File: src/rtl/bottle_counter_fsm.sv
// Bottle tally responder for the line FSM's count/cont_done handshake.
// Keeps the BCD production total, box fill/total, discard count and overflow flag.
module bottle_counter_fsm #(
    parameter int unsigned BOX_SIZE = 12,
    parameter int unsigned BOX_TIME = 4
) (
    input  logic       clk,
    input  logic       reset,
    input  logic       count,
    input  logic       desc,
    input  logic       clr_cnt,
    output logic       cont_done,
    output logic       box_change,
    output logic [3:0] units,
    output logic [3:0] tens,
    output logic [7:0] box_fill,
    output logic [7:0] box_total,
    output logic [7:0] disc_cnt,
    output logic       ovf
);

    typedef enum logic [1:0] {
        S_IDLE   = 2'd0,
        S_INC    = 2'd1,
        S_BOXCHG = 2'd2,
        S_DONE   = 2'd3
    } state_t;

    state_t     state, state_next;
    logic [7:0] timer;
    logic       box_full;
    logic       do_inc;
    logic       do_clear;

    assign box_full = (box_fill == 8'(BOX_SIZE - 1));
    assign do_inc   = (state == S_INC);
    assign do_clear = (state == S_IDLE) && clr_cnt && !count;

    assign cont_done  = (state == S_DONE);
    assign box_change = (state == S_BOXCHG);

    always_ff @(posedge clk or negedge reset) begin
        if (!reset) begin
            state <= S_IDLE;
        end else begin
            state <= state_next;
        end
    end

    always_comb begin
        state_next = state;
        case (state)
            S_IDLE: begin
                if (count) state_next = S_INC;
            end
            S_INC: begin
                // A completed box always gets its full change time, even if the line stopped.
                if (box_full)   state_next = S_BOXCHG;
                else if (count) state_next = S_DONE;
                else            state_next = S_IDLE;
            end
            S_BOXCHG: begin
                if (timer == '0) state_next = count ? S_DONE : S_IDLE;
            end
            S_DONE: begin
                if (!count) state_next = S_IDLE;
            end
            default: state_next = S_IDLE;
        endcase
    end

    always_ff @(posedge clk or negedge reset) begin
        if (!reset) begin
            units     <= '0;
            tens      <= '0;
            box_fill  <= '0;
            box_total <= '0;
            disc_cnt  <= '0;
            ovf       <= 1'b0;
            timer     <= '0;
        end else if (do_clear) begin
            units     <= '0;
            tens      <= '0;
            box_fill  <= '0;
            box_total <= '0;
            disc_cnt  <= '0;
            ovf       <= 1'b0;
        end else begin
            if (desc && (disc_cnt != '1)) begin
                disc_cnt <= disc_cnt + 8'd1;
            end

            if (do_inc) begin
                if (units == 4'd9) begin
                    units <= '0;
                    if (tens == 4'd9) begin
                        tens <= '0;
                        ovf  <= 1'b1;
                    end else begin
                        tens <= tens + 4'd1;
                    end
                end else begin
                    units <= units + 4'd1;
                end

                if (box_full) begin
                    box_fill  <= '0;
                    box_total <= box_total + 8'd1;
                    timer     <= 8'(BOX_TIME - 1);
                end else begin
                    box_fill <= box_fill + 8'd1;
                end
            end

            if ((state == S_BOXCHG) && (timer != '0)) begin
                timer <= timer - 8'd1;
            end
        end
    end

endmodule

File: config.mk
export PLATFORM = sky130hd
export DESIGN_NAME = bottle_counter_fsm
export DESIGN_NICKNAME = d
export VERILOG_FILES = /design/src/rtl/bottle_counter_fsm.sv
export SDC_FILE = /design/constraint.sdc
export NUM_CORES = 1
export LEC_CHECK = 0
export ABC_AREA = 1
export ABC_CLOCK_PERIOD_IN_PS = 1500
export CORE_MARGIN = 4
export CORE_UTILIZATION = 49
export CTS_CLUSTER_DIAMETER = 100
export DETAILED_ROUTE_END_ITERATION = 6
export PLACE_DENSITY = 0.77
export SYNTH_ARGS = -nofsm -noshare
export SYNTH_HDL_FRONTEND = slang
export SYNTH_SLANG_ARGS = --single-unit
File: constraint.sdc
create_clock -name clk -period 1.5 [get_ports clk]
set_input_delay 0.15 -clock clk [delete_from_list [all_inputs] [get_ports clk]]
set_output_delay 0.15 -clock clk [all_outputs]
set_load 0.02 [all_outputs]
-- Word-level counts from Yosys, hierarchy flattened
Cells that the tools add are included.
- bits in registers: 43
- logic and storage cells: 73
- output and inout bits: 35
- input port bits: 5
- reductions and logical operators: 20
- bitwise logic cells: 1
- add/subtract/negate cells: 6
- equal/unequal tests: 10
- mux-type cells: 28
- operator list (cell ; number):
    $mux W8 ; 11
    $mux W4 ; 7
    $add A8 B1 Y8 const B ; 3
    $reduce_bool A2 Y1 ; 7
    $mux W2 ; 5
    $reduce_and A3 Y1 ; 3
    $add A4 B1 Y4 const B ; 2
    $eq A4 B4 Y1 const B ; 2
    $eq A8 B4 Y1 const B ; 1
    $logic_not A8 Y1 ; 1
    $ne A8 B8 Y1 const B ; 1
    $pmux W2 S4 ; 1
    $reduce_bool A8 Y1 ; 1
    $sub A8 B1 Y8 const B ; 1
    $eq A2 B2 Y1 const B ; 2
    $logic_and A1 B1 Y1 ; 4
    $mux W1 ; 4
    $ne A2 B2 Y1 const B ; 2
    $reduce_and A2 Y1 ; 2
    $eq A2 B1 Y1 const B ; 1
    $logic_not A2 Y1 ; 1
    $ne A2 B1 Y1 const B ; 1
    $logic_not A1 Y1 ; 1
    $not A1 Y1 ; 1

-- Logic depth before layout (Yosys ltp)
Gate-level depths: netlist of run 1.
- depth after elaboration: 5
- gate-level depth with buffers: 9
- depth with buffers taken out: 9

-- Worst setup path before layout of run 1
OpenSTA, ideal clock, no wires.
- kind: register -> register
- from: reg box_fill[1]
- to: reg box_total[5]
- stages on the path, launching flop included: 7
- arrival time: 1.422 ns
- period minus slack after synthesis: 1.540 ns
- path buffers: 0
- required time: 1.382 ns
- slack: -0.040 ns
- library setup time: 0.118 ns
- path through: dfrtp_1 -> ha_1 -> nand3_2 -> nor3_4 -> nor2_4 -> nand2_1 -> nand2_1
- longest elaborated chain between the ends: 3
- RTL lines (item ; line ; text):
    start: declaration ; 16 ; output logic [7:0] box_fill,
    start signal: assignment ; 111 ; box_fill <= box_fill + 8'd1;
    $eq A8 B4 Y1 ; 35 ; assign box_full = (box_fill == 8'(BOX_SIZE - 1));
    $reduce_bool A2 Y1 (no source line) ; -- ;
    $reduce_and A2 Y1 (no source line) ; -- ;
    end signal: assignment ; 108 ; box_total <= box_total + 8'd1;
    end: declaration ; 17 ; output logic [7:0] box_total,
Every way passes these cells.
A chain may end at the register's enable or synchronous reset.

-- Worst setup path in the final report of run 1
- from: reg box_fill[0]
- to: out box_fill[0]
No word-level cell between the ends.

==> impl_metrics.tcl, run 1 <==
set metrics [dict create \
    dieWidth_um 80.8 \
    first_pass_iters 5 \
    via_per_inst 5.04 \
    grt_antenna_before_repair 0 \
    antennaDiodeCount 0 \
    cts_made_buffers 5 \
    synth.most_common_cell "nand2_1" \
    clkSinkCount 43 \
    drtIter0Drc 63 \
    power_density_nw_per_um2 1610 \
    synth_common_cells "124 x nand2_1, 47 x nand3_1, 43 x dfrtp_1, 38 x inv_1, 34 x nor2_1" \
    r2r_end "timer[3]$_DFFE_PN0P_" \
    routed_wl_mm 6.09 \
    crit_path_start "box_fill[0]$_DFFE_PN0P_" \
    insertion_delay_ns 0.29 \
    rows 26 \
    synthArstFlopShare 1.00 \
    clock_tree.buffer_depth 2 \
    start_util 0.508 \
    synthCells 360 \
    yosys_warnings 0 \
    setup.worst_path.class "flip-flop to output port" \
    grt-ovfl-total 0 \
    io_pins 40 \
    cp_num_cells 1 \
    grt_max_degree 44 \
    synth.distinct_cells 24 \
    required_ns 1.35 \
    arrival_ns 1.33 \
    dr_total_vias 2515 \
    final_max_slew_viol_count 0 \
    setup_viol 0 \
    ys_top_cells_by_area "dfrtp_1 41%, nand2_1 18%, nand3_1 9.1%" \
    synth_edf_count 0 \
    ir_drop_v 0.00119 \
    status "completed" \
    maxCapViolCount 0 \
    route.detailed.drc 0 \
    whs_ns 0.353 \
    cpLargestDelayFamily "buffers and inverters" \
    worst_pin_slew_ns 0.238 \
    hold_viol 0 \
    r2r-start "timer[1]$_DFFE_PN0P_" \
    hpwl_mm 4.39 \
    routedWlPerCell_um 12.2 \
    cp_num_buf_inv 1 \
    yosys_most_used_dff "dfrtp_1" \
    hp-class "input port to async pin" \
    finClkSkew_ns 0.00664 \
    syn_to_final_growth_pct 31.8 \
    grt_pass1_vias 2358 \
    crit_slowest_cell "clkdlybuf4s50_1" \
    fin_setup_tns_ns 0 \
    rrSetupSlack_ns 0.10 \
    fmax_mhz 677 \
    drtAntennaViolNets 0 \
    cts_tree "yes" \
    yosysTopAreaCellShare 0.415 \
    core_um2 5110 \
    period_needed_ns 1.48 \
    grt_pass1_wl_mm 10.5 \
    portBuffers 39 \
    synth-seq-area-share 0.415 \
    end_kind "output port" \
    grtUsageTotal 0.205 \
    syn_area_um2 2590 \
    static-leakage-power_nw 1.89 \
    worst_setup_path_start_kind "flip-flop" \
    synth_nets 374 \
    ff2ff_path_depth 8 \
    slowest_delay_ns 0.62 \
    nNetsFinal 442 \
    clockRootBuffer "clkbuf_8" \
    relSlewSlack 0.841 \
    crit_end "box_fill[0]" \
    syn_area_per_cell_um2 7.20 \
    drive_gt1_frac 0.152 \
    yosys.area.top_type "dfrtp_1" \
    h-tree-depth 2 \
    critPathMaxFanout 4 \
    synth_seq_cells 43 \
    dieArea_um2 6520 \
    period_share 0.985 \
    gp_congestion 0.825 \
    cp_cell_sequence "clkdlybuf4s50_1" \
    clk_pin_slew_worst_paths_ns 0.09 \
    die_h_um 80.8 \
]
-- worst min path at each step --
stage,start,end,slack (ns),depth (start not counted)
floorplan,reset,box_fill[0]$_DFFE_PN0P_,-0.15,0
global placement,reset,box_fill[6]$_DFFE_PN0P_,0.15,2
detailed placement,reset,box_fill[6]$_DFFE_PN0P_,0.14,2
CTS,reset,box_fill[4]$_DFFE_PN0P_,0.36,3
global route,reset,box_fill[6]$_DFFE_PN0P_,0.38,3
finish,reset,box_fill[4]$_DFFE_PN0P_,0.35,3
-- registers in the layout, summed over array words and instances (netlist names) --
| register | cells |
|---|---|
| state | 2 |
| box_fill | 8 |
| units | 4 |
| box_total | 8 |
| timer | 8 |
| disc_cnt | 8 |
| ovf | 1 |
| tens | 4 |
-- layer usage --
layer	global-route usage	up-vias	wire (um)
met4	0.0693	0	56
met5	0	-	0
met2	0.343	50	3090
met3	0.0377	6	194
li1	-	1293	-
met1	0.267	1166	2750
-- repair_timing --
item,in CTS,in global routing
buffers inserted,0,5
resized for setup,25,22
hold buffers,1,0
hold endpoints to repair,43,0
setup endpoints to repair,25,35
pin swaps,0,2
-- cells by family (layout without fill, tap and decap cells) --
logic type      Yosys count  after routing  share of synthesized area
mux                       1              1                    0.00386
xor+xnor                  7              7                     0.0236
flops                    43             43                      0.415
fa+ha+maj                 9              9                     0.0434
simple gates            231            231                      0.389
buf+inv                  45            114                     0.0695
compound gates           24             24                     0.0555
-- cell usage in the layout, fill, tap and decap left out, types with 2 or more instances in the layout --
cell	instances
or2_2	3
nand2_2	5
inv_1	38
inv_2	4
dlymetal6s2s_1	5
dfrtp_2	5
ha_2	2
dlygate4sd2_1	24
nand3_1	46
nand2_1	121
o21bai_1	5
o21ai_0	10
ha_1	7
buf_12	2
nor2_4	2
nand4_1	13
nand2_4	2
nand3_2	2
o21ai_4	2
nor2_2	4
clkbuf_8	6
buf_4	22
dfrtp_1	38
o21ai_1	5
nor2_1	32
clkdlybuf4s50_1	8
xor2_1	6
-- stage by stage --
step	total power (W)	cell area, um2	setup WS (ns)	instances	utilization
2_1_floorplan	0.00344	2600	0.0329	360	-
3_3_place_gp	0.00439	3220	0.0499	485	0.630
3_5_place_dp	0.00448	3220	-0.00508	485	0.630
4_1_cts	0.00533	3310	0.0113	494	0.649
5_1_grt	0.00600	3420	-0.0189	499	0.669
6_report	0.00551	3420	0.0230	499	0.669
-- where the power goes --
| group | leakage [nW] | switching, W | internal, W |
|---|---|---|---|
| Sequential | 0.562 | 0.000373 | 0.00149 |
| Clock | 0.0612 | 0.000409 | 0.000539 |
| Combinational | 1.27 | 0.00159 | 0.00111 |
-- final cells by class --
| class | count | area (um2) |
|---|---|---|
| clock inverters | 2 | 35.0 |
| flip-flops and latches | 43 | 1080 |
| multi-input cells | 272 | 1390 |
| repair buffers | 64 | 583 |
| fillers | 471 | 1690 |
| clock buffers | 6 | 82.6 |
| inverters | 42 | 158 |
| well taps | 70 | 87.6 |
Note: power is estimated with default switching activity, not from simulation.
==> run 2: changes to the inputs <==
--- a/config.mk
+++ b/config.mk
@@ -5,13 +5,12 @@
 export SDC_FILE = /design/constraint.sdc
 export NUM_CORES = 1
 export LEC_CHECK = 0
-export ABC_AREA = 1
+export ABC_AREA = 0
 export ABC_CLOCK_PERIOD_IN_PS = 1500
 export CORE_MARGIN = 4
-export CORE_UTILIZATION = 49
+export CORE_UTILIZATION = 35
 export CTS_CLUSTER_DIAMETER = 100
 export DETAILED_ROUTE_END_ITERATION = 6
-export PLACE_DENSITY = 0.77
 export SYNTH_ARGS = -nofsm -noshare
 export SYNTH_HDL_FRONTEND = slang
 export SYNTH_SLANG_ARGS = --single-unit
==> impl_metrics.tcl, run 2 <==
set metrics [dict create \
    status "finished, violations left" \
    violations "setup timing" \
    finClkSkew_ns 0.00408 \
    yosys.area_share.simple 0.235 \
    power_density_nw_per_um2 1710 \
    core_um2 6420 \
    clk_pin_slew_worst_paths_ns 0.08 \
    grt-ovfl-total 0 \
    yosys.area_share.adder 0.0483 \
    synth_nets 246 \
    relSlewSlack 0.727 \
    hold_viol 0 \
    syn_to_final_growth_pct 52.1 \
    finalPower_w 0.00605 \
    postLayoutSetupSlackWorst_ns -0.189 \
    period_needed_ns 1.69 \
    first_pass_iters 4 \
    fmax_mhz 592 \
    dieWidth_um 89.6 \
    ys_top_cells_by_area "dfrtp_1 46%, ha_1 4.8%, xor2_1 4.1%" \
    die_h_um 89.6 \
    yosys.area.top_type "dfrtp_1" \
    worst_setup_path_start_kind "flip-flop" \
    ir_drop_v 0.00101 \
    p_sw_frac 0.395 \
    synth_top_family_by_area "simple AND/OR/NAND/NOR gates" \
    antennaDiodeCount 0 \
    yosysTopAreaCellShare 0.462 \
    drtAntennaViolNets 0 \
    grt_setup_unrepaired "true" \
    crit_slowest_cell "or4_4" \
    setup.worst_path.class "flip-flop to flip-flop" \
    cts_tree "yes" \
    setup_viol 24 \
    drtIter0Drc 81 \
    final_cell_mix "46 x buf_4, 39 x dfrtp_1, 26 x dlygate4sd2_1" \
    synth.most_common_cell "dfrtp_1" \
    dieArea_um2 8030 \
    final_common_cell "buf_4" \
    gp_congestion 0.781 \
    muxShareOfSynthArea 0.0269 \
    drive_gt1_frac 0.328 \
    static-leakage-power_nw 1.75 \
    synth_edf_count 0 \
    clock_tree.buffer_depth 2 \
    synthCells 232 \
    grt_pass1_wl_mm 9.94 \
    synthArstFlopShare 1.00 \
    period_share 1.13 \
    nNetsFinal 342 \
    arrival_ns 1.88 \
    route.detailed.drc 0 \
    finalCoreUtilization 0.552 \
    cts_made_buffers 5 \
    required_ns 1.69 \
    clockRootBuffer "clkbuf_8" \
    end_kind "flip-flop" \
    h-tree-depth 2 \
    hp-class "input port to async pin" \
    synth-seq-area-share 0.462 \
    final_max_slew_viol_count 0 \
    synth_compound_area_frac 0.150 \
    synth_xor_area_frac 0.0564 \
    rows 29 \
    syn_area_per_cell_um2 10.0 \
    routedWlPerCell_um 14.9 \
    grt_antenna_before_repair 0 \
    p_switching_w 0.00239 \
    clock_power_share 0.158 \
    portBuffers 39 \
    hpwl_mm 4.40 \
    io_pins 40 \
    critPathMaxFanout 4 \
    synth_common_cells "43 x dfrtp_1, 19 x nand2_1, 19 x nor2_1, 13 x o21ai_1" \
    clkSinkCount 43 \
    routed_wl_mm 6.04 \
    internal-power_w 0.00366 \
    grt_pass1_vias 2011 \
    grt_max_degree 28 \
    yosys_warnings 0 \
    slowest_delay_ns 0.57 \
    synth.distinct_cells 52 \
    fin_setup_tns_ns -2.18 \
    grtUsageTotal 0.160 \
    power.share.sequential 0.310 \
    start_util 0.363 \
    pwr-share-comb 0.532 \
    syn_area_um2 2330 \
    synth_seq_cells 43 \
    insertion_delay_ns 0.30 \
    maxCapViolCount 0 \
    cp_cell_sequence "or4_4 -> nor3_4 -> buf_4 -> xnor2_2 -> nor2_1" \
    dr_total_vias 2088 \
    yosys_most_used_dff "dfrtp_1" \
    worst_pin_slew_ns 0.409 \
    via_per_inst 5.14 \
]
==> run 2: changes by cell type after synthesis, sizes merged, moves of 5 or more <==
cell    change
nor2       -17
o211ai      +7
nand3      -40
nand2     -109
inv        -35
a21oi      +11
nand4       -9
nor3        +5
nand2b      +5
and3        +7
xor2        +5
==> run 2: worst paths after layout <==
check                                          from                        to  slack [ns]  cells after the start
max in group asynchronous                     reset   disc_cnt[4]$_DFFE_PN0P_        0.71                      3
min in group clk           box_total[7]$_DFFE_PN0P_  box_total[7]$_DFFE_PN0P_        0.49                      1
hold reg to reg            box_total[7]$_DFFE_PN0P_  box_total[7]$_DFFE_PN0P_        0.49                      1
hold / removal                                reset       tens[0]$_DFFE_PN0P_        0.31                      2
setup reg to reg            box_fill[5]$_DFFE_PN0P_  box_total[0]$_DFFE_PN0P_       -0.19                      5
setup / recovery            box_fill[5]$_DFFE_PN0P_  box_total[0]$_DFFE_PN0P_       -0.19                      5
==> run 2: final cells by class <==
cell class / instances / area, um2
Sequential cell: 43 / 1080
Inverter: 7 / 26.3
Clock buffer: 6 / 82.6
Multi-Input combinational cell: 177 / 1410
Timing Repair Buffer: 94 / 810
Clock inverter: 2 / 35.0
Tap cell: 77 / 96.3
Fill cell: 586 / 2880
==> run 2: layer usage <==
| layer | part of all wire | up-vias | GRT usage | routed length [um] |
|---|---|---|---|---|
| met5 | 0 | - | 0 | 0 |
| met4 | 0.019 | 0 | 0.0541 | 114 |
| met3 | 0.029 | 9 | 0.0283 | 175 |
| met2 | 0.48 | 36 | 0.247 | 2880 |
| li1 | - | 1042 | - | - |
| met1 | 0.48 | 1001 | 0.226 | 2870 |
==> run 2: what timing repair did <==
| item | 4_1_cts | 5_1_grt |
|---|---|---|
| setup buffers | 3 | 1 |
| endpoints found under the hold margin | 16 | 0 |
| setup endpoints to repair | 57 | 37 |
| pin swaps | 11 | 10 |
| hold buffers | 1 | 0 |
| gates resized for setup | 47 | 21 |
==> run 2: cell families (layout without fill, tap and decap cells) <==
family                     after synthesis  count (layout)
buffers and inverters                   12             109
adders and majority gates                9               9
AOI/OAI and AO/OA                       52              52
DFF                                     43              43
muxes                                    6               6
xor gates and xnor gates                15              15
and+or+nand+nor                         95              95
==> run 2: per-stage QoR <==
stage	area (um2)	hold WS (ns)	worst slack, ns	instances
2_1_floorplan	2440	-0.146	-0.160	232
3_3_place_gp	3280	0.105	-0.320	394
3_5_place_dp	3280	0.107	-0.330	394
6_report	3540	0.308	-0.189	406
4_1_cts	3470	0.314	-0.152	406
5_1_grt	3540	0.343	-0.226	406
==> run 2: power groups by stage <==
stage | sequential [W] | combinational [W] | clock [W]
floorplan | 0.00222 | 0.00129 | 0
global placement | 0.00186 | 0.00309 | 0
detailed placement | 0.00187 | 0.00312 | 0
CTS | 0.00185 | 0.00312 | 0.000987
global route | 0.00193 | 0.00352 | 0.00103
finish | 0.00187 | 0.00322 | 0.000956
==> run 2: critical path, delay by kind of cell, from the launching register on <==
family / cells / cell delay (ns)
simple gates: 3 / 0.88
buf+inv: 1 / 0.19
flops: 1 / 0.41
xor+xnor: 1 / 0.10
==> run 3: changes to the inputs <==
--- a/config.mk
+++ b/config.mk
@@ -11,6 +11,7 @@
 export CORE_UTILIZATION = 35
 export CTS_CLUSTER_DIAMETER = 100
 export DETAILED_ROUTE_END_ITERATION = 6
+export PLACE_DENSITY = 0.69
 export SYNTH_ARGS = -nofsm -noshare
 export SYNTH_HDL_FRONTEND = slang
 export SYNTH_SLANG_ARGS = --single-unit
==> impl_metrics.tcl, run 3 (synthesis gave the netlist of run 2 again) <==
set metrics [dict create \
    fin_setup_tns_ns -2.36 \
    ir_drop_v 0.000664 \
    syn_to_final_growth_pct 52.4 \
    ff2ff_path_depth 5 \
    worst_pin_slew_ns 0.423 \
    setup_viol 25 \
    clockRootBuffer "clkbuf_8" \
    hp-class "input port to async pin" \
    final_common_cell "buf_4" \
    post-place-ws_ns -0.349 \
    portBuffers 39 \
    clkSinkCount 43 \
    routedWlPerCell_um 14.8 \
    finClkSkew_ns 0.00892 \
    hold_viol 0 \
    drive_gt1_frac 0.337 \
    grt_max_degree 20 \
    crit_end "box_total[0]$_DFFE_PN0P_" \
    grt_antenna_before_repair 0 \
    static-leakage-power_nw 1.76 \
    maxCapViolCount 0 \
    grt_pass1_wl_mm 10.1 \
    rrSetupSlack_ns -0.15 \
    cts_tree "yes" \
    crit_path_start "box_fill[5]$_DFFE_PN0P_" \
    rows 29 \
    clock_tree.buffer_depth 2 \
    h-tree-depth 2 \
    critPathMaxFanout 4 \
    drtAntennaViolNets 0 \
    nNetsFinal 348 \
    final_max_slew_viol_count 0 \
    period_needed_ns 1.65 \
    grt-ovfl-total 0 \
    grt_setup_unrepaired "true" \
    routed_wl_mm 6.11 \
    whs_ns 0.306 \
    postLayoutSetupSlackWorst_ns -0.150 \
    final_cells 412 \
    power_density_nw_per_um2 1650 \
    die_h_um 89.6 \
    insertion_delay_ns 0.30 \
    hpwl_mm 4.40 \
    dr_total_vias 2164 \
    cts_made_buffers 5 \
    setup.worst_path.class "flip-flop to flip-flop" \
    p_sw_frac 0.408 \
    gp_congestion 0.779 \
    power.share.sequential 0.319 \
    status "finished, violations left" \
    core_um2 6420 \
    period_share 1.10 \
    worst_setup_path_start_kind "flip-flop" \
    dpl.cell_count 395 \
    fmax_mhz 606 \
    placed_area_um2 3270 \
    io_pins 40 \
    first_pass_iters 4 \
    clock_power_share 0.124 \
    p_switching_w 0.00239 \
    clk_pin_slew_worst_paths_ns 0.08 \
    drtIter0Drc 118 \
    via_per_inst 5.25 \
    r2r_end "box_total[0]$_DFFE_PN0P_" \
    violations "setup timing" \
    required_ns 1.69 \
    dieWidth_um 89.6 \
    grtUsageTotal 0.164 \
    final_cell_area_um2 3550 \
    pwr-share-comb 0.557 \
    internal-power_w 0.00346 \
    grt_pass1_vias 2150 \
    r2r-start "box_fill[5]$_DFFE_PN0P_" \
    final_cell_mix "53 x buf_4, 39 x dfrtp_1, 25 x dlygate4sd2_1" \
    antennaDiodeCount 0 \
    route.detailed.drc 0 \
    relSlewSlack 0.718 \
    arrival_ns 1.84 \
    end_kind "flip-flop" \
    dieArea_um2 8030 \
    fillers 574 \
    start_util 0.363 \
]
==> run 3: area by class of cell <==
cell class | instances | area [um2] | share of cell area
clock buffers | 7 | 76.3 | 0.0215
clock inverters | 1 | 5.00 | 0.00141
inverters | 7 | 26.3 | 0.00740
multi-input cells | 177 | 1410 | 0.397
flip-flops and latches | 43 | 1080 | 0.304
well taps | 77 | 96.3 | 0.0271
repair buffers | 100 | 855 | 0.241
==> run 3: worst min-delay path by stage <==
| stage | start | end | cells after the start |
|---|---|---|---|
| 3_3_place_gp | reset | box_fill[6]$_DFFE_PN0P_ | 1 |
| 2_1_floorplan | reset | box_fill[0]$_DFFE_PN0P_ | 0 |
| 4_1_cts | reset | box_fill[6]$_DFFE_PN0P_ | 2 |
| 5_1_grt | reset | box_fill[2]$_DFFE_PN0P_ | 2 |
| 6_report | reset | box_fill[6]$_DFFE_PN0P_ | 2 |
| 3_5_place_dp | reset | box_fill[6]$_DFFE_PN0P_ | 1 |
==> run 3: worst max-delay path: stages, from the launching register on <==
cell and delay (ns):
dfrtp_2 0.41, or4_4 0.56, nor3_4 0.24, buf_4 0.18
xnor2_2 0.10, nor2_1 0.05
==> run 3: per-layer routing <==
layer	global-route usage	up-vias	part of all wire
li1	-	1057	-
met3	0.0356	6	0.035
met2	0.269	29	0.49
met1	0.218	1072	0.46
met5	0	-	0
met4	0.0474	0	0.011
==> run 3: timing repair <==
action | in CTS | in global routing
setup buffers | 8 | 2
endpoints found under the hold margin | 16 | 0
gates resized for setup | 50 | 17
hold buffers | 1 | 0
pin swaps | 5 | 7
cloned | 0 | 0
endpoints found under the setup margin | 58 | 38
==> run 3: power by group through the flow <==
stage / Clock [W] / Sequential, W / Combinational [W]
3_3_place_gp: 0 / 0.00185 / 0.00309
2_1_floorplan: 0 / 0.00222 / 0.00129
3_5_place_dp: 0 / 0.00186 / 0.00315
5_1_grt: 0.000793 / 0.00193 / 0.00358
4_1_cts: 0.000748 / 0.00185 / 0.00319
6_report: 0.000724 / 0.00187 / 0.00326
==> run 3: metrics by stage <==
step                      utilization  power (W)
final                           0.553    0.00585
after global routing            0.553    0.00631
after CTS                       0.541    0.00579
after detailed placement        0.510    0.00501
after global placement          0.510    0.00494
after floorplan                     -    0.00351
